**config.mk**
```make
export PLATFORM = sky130hd
export DESIGN_NAME = gtp_link_ctrl
export DESIGN_NICKNAME = d
export VERILOG_FILES = /design/src/rtl/gtp_link_ctrl.sv
export SDC_FILE = /design/constraint.sdc
export NUM_CORES = 1
export LEC_CHECK = 0
export ABC_AREA = 0
export CAP_MARGIN = 15
export CORE_ASPECT_RATIO = 1.2
export CORE_MARGIN = 2
export CORE_UTILIZATION = 45
export CTS_CLUSTER_DIAMETER = 60
export CTS_CLUSTER_SIZE = 24
export DETAILED_ROUTE_END_ITERATION = 6
export PLACE_DENSITY_LB_ADDON = 0.1
export SYNTH_ARGS = -nofsm -noshare
export SYNTH_HDL_FRONTEND = slang
export SYNTH_SLANG_ARGS = --single-unit
```
**constraint.sdc**
```tcl
create_clock -name rx_clk -period 2.7 [get_ports rx_clk]
set_input_delay 0.81 -clock rx_clk [delete_from_list [all_inputs] [get_ports rx_clk]]
set_output_delay 0.81 -clock rx_clk [all_outputs]
set_load 0.02 [all_outputs]
```
**src/rtl/gtp_link_ctrl.sv**
```systemverilog
// GTP receive link bring-up: GT reset sequencing, comma-word alignment by bit-slip,
// lock/loss tracking over fixed windows, and a saturating re-init counter.
module gtp_link_ctrl #(
    parameter logic [15:0] ALIGN_WORD = 16'h50BC,
    parameter int unsigned WIN        = 256,
    parameter int unsigned LOCK_WINS  = 4,
    parameter int unsigned LOSS_WINS  = 4,
    parameter int unsigned SLIDE_GAP  = 32,
    parameter int unsigned MAX_SLIDES = 20,
    parameter int unsigned RST_CYCLES = 8,
    parameter int unsigned WAIT_TMO   = 65535
) (
    input  logic        rx_clk,
    input  logic        reset,
    input  logic        reset_done,
    input  logic [15:0] rx_data,
    input  logic        force_resync,
    output logic        gt_reset,
    output logic        rx_slide,
    output logic        link_up,
    output logic [2:0]  state,
    output logic [7:0]  relock_cnt
);

    localparam int unsigned TmrMax0 = (WAIT_TMO > RST_CYCLES) ? WAIT_TMO : RST_CYCLES;
    localparam int unsigned TmrMax  = (TmrMax0 > SLIDE_GAP) ? TmrMax0 : SLIDE_GAP;
    localparam int unsigned TmrW    = $clog2(TmrMax + 1);
    localparam int unsigned WinW    = (WIN > 1) ? $clog2(WIN) : 1;
    localparam int unsigned GoodW   = $clog2(LOCK_WINS + 1);
    localparam int unsigned BadW    = $clog2(LOSS_WINS + 1);
    localparam int unsigned SlideW  = $clog2(MAX_SLIDES + 1);

    typedef enum logic [2:0] {
        StRst       = 3'd0,
        StWaitDone  = 3'd1,
        StAlign     = 3'd2,
        StSlideWait = 3'd3,
        StLocked    = 3'd4
    } state_e;

    state_e            state_q, state_d;
    logic              rd_meta_q, rd_s_q, match_q;
    logic [TmrW-1:0]   tmr_q, tmr_d;
    logic [WinW-1:0]   win_q, win_d;
    logic              hit_q, hit_d;
    logic [GoodW-1:0]  good_q, good_d;
    logic [BadW-1:0]   bad_q, bad_d;
    logic [SlideW-1:0] slide_q, slide_d;
    logic [7:0]        relock_q, relock_d;
    logic              gt_reset_q, rx_slide_q, link_up_q;
    logic              pulse_d, win_end, win_hit;

    always_comb begin
        state_d  = state_q;
        tmr_d    = tmr_q + TmrW'(1);
        win_d    = win_q;
        hit_d    = hit_q;
        good_d   = good_q;
        bad_d    = bad_q;
        slide_d  = slide_q;
        relock_d = relock_q;
        pulse_d  = 1'b0;
        win_end  = (win_q == WinW'(WIN - 1));
        // A match registered on the window's last cycle still belongs to that window.
        win_hit  = hit_q | match_q;

        if (state_q == StAlign || state_q == StLocked) begin
            win_d = win_end ? '0 : win_q + WinW'(1);
            hit_d = win_end ? 1'b0 : win_hit;
        end

        unique case (state_q)
            StRst: begin
                win_d   = '0;
                hit_d   = 1'b0;
                good_d  = '0;
                bad_d   = '0;
                slide_d = '0;
                if (tmr_q == TmrW'(RST_CYCLES - 1)) state_d = StWaitDone;
            end
            StWaitDone: begin
                if (rd_s_q) begin
                    state_d = StAlign;
                    win_d   = '0;
                    hit_d   = 1'b0;
                end else if (tmr_q == TmrW'(WAIT_TMO - 1)) begin
                    state_d = StRst;
                end
            end
            StAlign: begin
                if (win_end) begin
                    if (win_hit) begin
                        good_d = good_q + GoodW'(1);
                        if (good_d == GoodW'(LOCK_WINS)) begin
                            state_d = StLocked;
                            bad_d   = '0;
                        end
                    end else begin
                        good_d  = '0;
                        slide_d = slide_q + SlideW'(1);
                        if (slide_d == SlideW'(MAX_SLIDES)) begin
                            state_d = StRst;
                        end else begin
                            pulse_d = 1'b1;
                            state_d = StSlideWait;
                        end
                    end
                end
            end
            StSlideWait: begin
                // Pulse cycle plus SLIDE_GAP quiet cycles before the next window.
                if (tmr_q == TmrW'(SLIDE_GAP)) begin
                    state_d = StAlign;
                    win_d   = '0;
                    hit_d   = 1'b0;
                end
            end
            StLocked: begin
                if (win_end) begin
                    if (win_hit) begin
                        bad_d = '0;
                    end else begin
                        bad_d = bad_q + BadW'(1);
                        if (bad_d == BadW'(LOSS_WINS)) state_d = StRst;
                    end
                end
            end
            default: state_d = StRst;
        endcase

        if (!rd_s_q && (state_q == StAlign || state_q == StSlideWait || state_q == StLocked)) begin
            state_d = StWaitDone;
            pulse_d = 1'b0;
            win_d   = '0;
            hit_d   = 1'b0;
            good_d  = '0;
            bad_d   = '0;
            slide_d = '0;
        end

        if (force_resync && state_q != StRst) begin
            state_d = StRst;
            pulse_d = 1'b0;
        end

        if (state_d != state_q) tmr_d = '0;
        if (state_d == StRst && state_q != StRst && relock_q != 8'hFF) begin
            relock_d = relock_q + 8'd1;
        end
    end

    always_ff @(posedge rx_clk) begin
        if (reset) begin
            rd_meta_q  <= 1'b0;
            rd_s_q     <= 1'b0;
            match_q    <= 1'b0;
            state_q    <= StRst;
            tmr_q      <= '0;
            win_q      <= '0;
            hit_q      <= 1'b0;
            good_q     <= '0;
            bad_q      <= '0;
            slide_q    <= '0;
            relock_q   <= '0;
            gt_reset_q <= 1'b1;
            rx_slide_q <= 1'b0;
            link_up_q  <= 1'b0;
        end else begin
            rd_meta_q  <= reset_done;
            rd_s_q     <= rd_meta_q;
            match_q    <= (rx_data == ALIGN_WORD);
            state_q    <= state_d;
            tmr_q      <= tmr_d;
            win_q      <= win_d;
            hit_q      <= hit_d;
            good_q     <= good_d;
            bad_q      <= bad_d;
            slide_q    <= slide_d;
            relock_q   <= relock_d;
            gt_reset_q <= (state_d == StRst);
            rx_slide_q <= pulse_d;
            link_up_q  <= (state_d == StLocked);
        end
    end

    assign gt_reset   = gt_reset_q;
    assign rx_slide   = rx_slide_q;
    assign link_up    = link_up_q;
    assign state      = state_q;
    assign relock_cnt = relock_q;

endmodule

```
# == After elaboration in Yosys (flattened, before gate mapping) ==
# Cells that the tools add are included.
# word_totals
out_inout_bits,14
inputBits,20
regBits,53
word_cells,99
# classes
n_reduce_logical,19
bitwise,3
n_eq_ne,20
muxes,37
addsub,6
# ops
cell,count
3-bit two-way mux,19
8-bit two-way mux,4
8-bit one-hot mux with 3 select lines,1
"16-bit by 1-bit adder with 16-bit output, second input constant",1
"8-bit by 1-bit adder with 8-bit output, second input constant",2
"16-bit by 15-bit == test with 1-bit output, second input constant",1
"16-bit == test, second input constant",1
"16-bit by 3-bit == test with 1-bit output, second input constant",1
"16-bit by 6-bit == test with 1-bit output, second input constant",1
3-bit one-hot mux with 5 select lines,1
"3-bit == test, second input constant",4
5-bit two-way mux,2
5-bit one-hot mux with 2 select lines,1
3-bit one-hot mux with 3 select lines,1
"8-bit == test, second input constant",1
"2-bit inequality test, second input constant",4
"8-bit inequality test, second input constant",1
"3-bit by 1-bit adder with 3-bit output, second input constant",2
"3-bit by 2-bit == test with 1-bit output, second input constant",2
3-bit logical NOT,2
3-bit one-hot mux with 2 select lines,1
3-bit nonzero test,2
6-bit OR reduction,1
"5-bit by 1-bit adder with 5-bit output, second input constant",1
17 further kinds,28

# == Longest topological paths before layout ==
# depth
word_depth,11
ltp_mapped,11
depth_no_buf,9

# == Least setup slack after synthesis ==
# Ideal clock, no wire load.
# synth_timing
path_kind,reg2reg
start,reg win_q[0]
end,reg tmr_q[2]
t_arrival_ns,2.608
synth_period_minus_slack_ns,2.670
required_time_ns,2.638
stages_incl_launch_ff,12
n_path_buf,3
path_slack_ns,0.030
path_cell_list,dfxtp_1 ha_1 nand3_1 or2_2 buf_1 nor3_1 o41ai_4 xnor2_1 or4_1 buf_4 buf_12 nor2_4
# synth_via
elab_chain_len,7
elab_cells_between_ends,8
classes_between,eq/ne: 2; mux: 5; reduce/logical: 1
# synth_rtl
element,line,source
start: declaration,44,"logic [WinW-1:0] win_q, win_d;"
start signal: assignment,174,win_q <= win_d;
8-bit == test (*),63,win_end = (win_q == WinW'(WIN - 1));
3-bit two-way mux (on tied branches),"119, 91",
3-bit one-hot mux with 5 select lines (*),72,unique case (state_q)
3-bit two-way mux (*),131,if (!rd_s_q && (state_q == StAlign || state_q == StSlideWait || state_q == StLocked)) begin
3-bit two-way mux (*),141,if (force_resync && state_q != StRst) begin
3-bit inequality test (*),146,if (state_d != state_q) tmr_d = '0;
2-bit OR reduction (no line) (*),--,
end signal: assignment,173,tmr_q <= tmr_d;
end: declaration,43,"logic [TmrW-1:0] tmr_q, tmr_d;"
# Mark *: on every way between the ends. The rest lies on a longest branch, timed or not.
# A chain may end at the register's enable or synchronous reset.

# == Worst setup path in the final report ==
# layout_timing
start,reg tmr_q[13]
end,reg tmr_q[6]
# layout_via
elab_chain_len,8
elab_cells_between_ends,12
classes_between,eq/ne: 4; mux: 7; reduce/logical: 1
# layout_rtl
element,line,source
16-bit == test,86,end else if (tmr_q == TmrW'(WAIT_TMO - 1)) begin
3-bit two-way mux,86,
3-bit two-way mux,82,if (rd_s_q) begin
3-bit one-hot mux with 5 select lines (*),72,
3-bit two-way mux (*),131,
3-bit two-way mux (*),141,
3-bit inequality test (*),146,
2-bit OR reduction (no line) (*),--,
# Marks and branches as above.

==> metrics.md <==
| Metric | Value |
|---|---|
| Result of the run | finished clean |
| NumNets Final | between 400 and 500 |
| Largest net degree at the start of global routing | 17 |
| Post-synthesis async set-or-reset flop share | 0 |
| Setup TNS | 0 ps |
| I/O pins | 34 |
| Number of enable-type register cells in the synthesized netlist | 0 |
| Core outline area | around 6000 µm² |
| Starting DRT DRC Count | 67 |
| FMAX | roughly 400 MHz |
| DR vias/cell | about 5.4 |
| Critical path data required time | slightly below 3000 ps |
| Clock tree from TritonCTS | done |
| Complex-gate fraction of the synthesized area | 0.1364 |
| Width of the chip | 75.98 µm |
| Crit path max fanout | 8 |
| Floorplan die area | slightly below 7000 µm² |
| Count of antenna diodes in the layout | 0 |
| Number of iterations in the first detailed-routing pass | 4 |
| Transition time at the pin with the least slew margin | 506.1 ps |
| Rel. slew slack | 0.6578 |
| Die height | ~90 µm |
| Count of distinct cell types in the synthesized netlist | 54 |
| Gr usage total | 0.1834 |
| Reg2reg path depth | 8 |
| Number of pins with negative max-slew slack in the final report | 0 |
| Yosys Warn Count | 0 |
| Port Buf Inserts | 33 |
| Largest cells by area after synthesis | dfxtp_1 38%, xor2_1 5.6%, ha_1 4.5% |
| VDD IR max | between 0.2 and 0.3 mV |
| Sum of routed wire length over all layers | approximately 6000 µm |
| Placer congestion estimate | 0.8122 |
| Fraction of layout cells with a size suffix above 1 | 0.1865 |
| Layout filler cell count | 558 |
| Worst R2R Setup Slack | approximately 130 ps |
| Clock-pin slew on the worst setup and hold paths | around 100 ps |
| Share of Yosys cell area claimed by the top area cell type | 0.3792 |
| Number of levels in the clock H-tree | 2 |
| Synth Register Bits | between 50 and 60 |
| Dominant combinational cell family by area after synthesis | simple AND/OR/NAND/NOR gates |
| Root buffer cell | clkbuf_8 |
| Synthesized area divided by synthesized cell count | around 8.6 µm² |
| Final critical-path required period | ~2600 ps |
| Worst setup path endpoint | tmr_q[6] |
| Final standard cell utilization of the core | 0.6029 |
| Total nets after synthesis | ~360 |
| Standard-cell row count | 31 |
| Worst-Skew Late Latency | 310 ps |
| Sinks on the clock net | 53 |
| Fraction of synthesized area in multiplexers | 0.007603 |
| Final setup violation count | 0 |
| Hold Worst Slack | ~450 ps |
| Critical Setup Path Class | flip-flop to flip-flop |
| Global route overflow | 0 |
| Hold bufs inserted after CTS | 0 |
| Worst setup EP type | flip-flop |
| P&R area growth vs syn | 29.56% |
| Kind of launch point of the worst setup path | flip-flop |
| Number of antenna violations at the first check in global routing | 0 |
| Total leakage power | roughly 1.3 nW |
| Share of synthesized cell area in full adder, half adder and majority cells | 0.04472 |
| Final hold vios | 0 |
| Simple-gate area share of the yosys netlist | 0.3157 |
| Number of global-route vias before repair | between 2,000 and 2,500 |
| Cell type with the largest total area after synthesis | dfxtp_1 |
| Total number of vias | 2,542 |
| Overall Power | 0.001913 W |
| Count of mapped cells out of synthesis | 325 |
| Final routed DRC violation total | 0 |
| Wire length of the first global-routing pass | approximately 10,000 µm |
| Part of the Yosys area used for sequential elements | 0.3792 |
| Critical path launch point | tmr_q[13] |
| Synth Flop Type | dfxtp_1 |
| Commonest cells after routing, fill and taps aside | 52 x dfxtp_1, 34 x buf_4, 32 x clkdlybuf4s50_1 |
| Number of antenna-violating nets in the routed design | 0 |
| Number of buffers created by CTS | 5 |
| Area of the mapped netlist | 2798 µm² |
| Reg2reg end | tmr_q[6] |
| Average routed wire per standard cell | around 13 µm |
| Starting utilization of the core area | 0.4653 |
| Data arrival at the endpoint of the critical path | approximately 2800 ps |
| Type of the most critical hold path | flip-flop to flip-flop |
| Max Cap Violations | 0 |
| Xor and xnor fraction of the mapped netlist area | 0.07826 |
| Leading cell type in the layout, fill and taps excluded | dfxtp_1 |
| Worst clock skew | approximately 9.0 ps |
| Clock buffer depth | 2 |
| Power density over the cells | ~530 nW/µm² |
| Ratio of final minimum period to clock period | 0.9508 |
| Crit Reg-Reg Startpoint | tmr_q[13] |
| Half-perimeter wire length after detailed placement | around 4600 µm |
==> synthesized netlist by cell type (all sizes together), types with 5 or more instances <==
| master | count |
|---|---|
| nand4 | 10 |
| ha | 10 |
| o21ai | 15 |
| dfxtp | 53 |
| nand2 | 24 |
| nand3 | 17 |
| clkbuf | 12 |
| nand2b | 5 |
| inv | 7 |
| nor3 | 11 |
| nor2 | 38 |
| xnor2 | 7 |
| xor2 | 18 |
| or3 | 7 |
| nor4 | 9 |
| a21oi | 20 |
==> worst min-delay path by stage <==
stage | startpoint | to | slack [ps] | cells past startpoint
5_1_grt | rd_meta_q | rd_s_q | 460 | 1
3_5_place_dp | rd_meta_q | rd_s_q | 450 | 1
4_1_cts | rd_meta_q | rd_s_q | 460 | 1
6_report | rd_meta_q | rd_s_q | 450 | 1
2_1_floorplan | rd_meta_q | rd_s_q | 410 | 1
3_3_place_gp | rd_meta_q | rd_s_q | 430 | 1
==> layout make-up <==
cell class / count / area (µm²) / area share
well taps: 82 / 102.6 / 0.02831
clock buffers: 6 / 82.58 / 0.02278
multi-input cells: 249 / 1680 / 0.4636
repair buffers: 69 / 633.1 / 0.1747
flip-flops and latches: 53 / 1062 / 0.2931
clock inverters: 2 / 37.54 / 0.01036
inverters: 7 / 26.28 / 0.007249
==> worst max-delay path, cell delays in order (launching register included) <==
cell and delay (ps):
dfxtp_1 340, nor4_2 320, nand3_1 170, o311a_4 360, o41ai_4 450, xnor2_1 120, or4_4 470, clkbuf_16 190
nor2_1 90
==> registers in the layout, summed over array words and instances, names as in the netlist, 3 cells and up <==
name,cells
good_q,3
tmr_q,16
slide_q,5
state,3
win_q,8
bad_q,3
relock_cnt,8
==> power breakdown <==
part | internal [W] | switching [W]
registers | 0.000816 | 0.0000453
logic | 0.000228 | 0.000259
clock network | 0.000302 | 0.000263
==> metrics by stage <==
step           std cells  instance area [µm²]  worst slack, ps
4_1_cts              466                 3551            38.49
5_1_grt              468                 3625          -0.1643
6_report             468                 3625            132.9
2_1_floorplan        325                 2798            29.92
3_5_place_dp         458                 3418           -317.1
3_3_place_gp         458                 3418           -213.6
==> routing by layer <==
metal	track usage	vias up	routed length, µm	share of wire
met5	0	-	0	0
met4	0.06364	0	110	0.018
met3	0.03600	7	224	0.037
met2	0.3259	57	2988	0.49
met1	0.2201	1184	2773	0.45
li1	-	1294	-	-
==> kinds of logic after synthesis <==
family / Yosys count
adders and majority gates: 10
xor gates and xnor gates: 25
muxes: 2
and+or+nand+nor: 153
buffers and inverters: 23
AOI/OAI and AO/OA: 59
DFF: 53
==> what timing repair did <==
item / CTS / global route
pin swaps: 1 / 6
endpoints found under the hold margin: 0 / 0
cloned: 0 / 1
resized for setup: 2 / 8
endpoints found under the setup margin: 1 / 22
setup buffers: 0 / 1
Note: power is estimated with default switching activity, not from simulation.
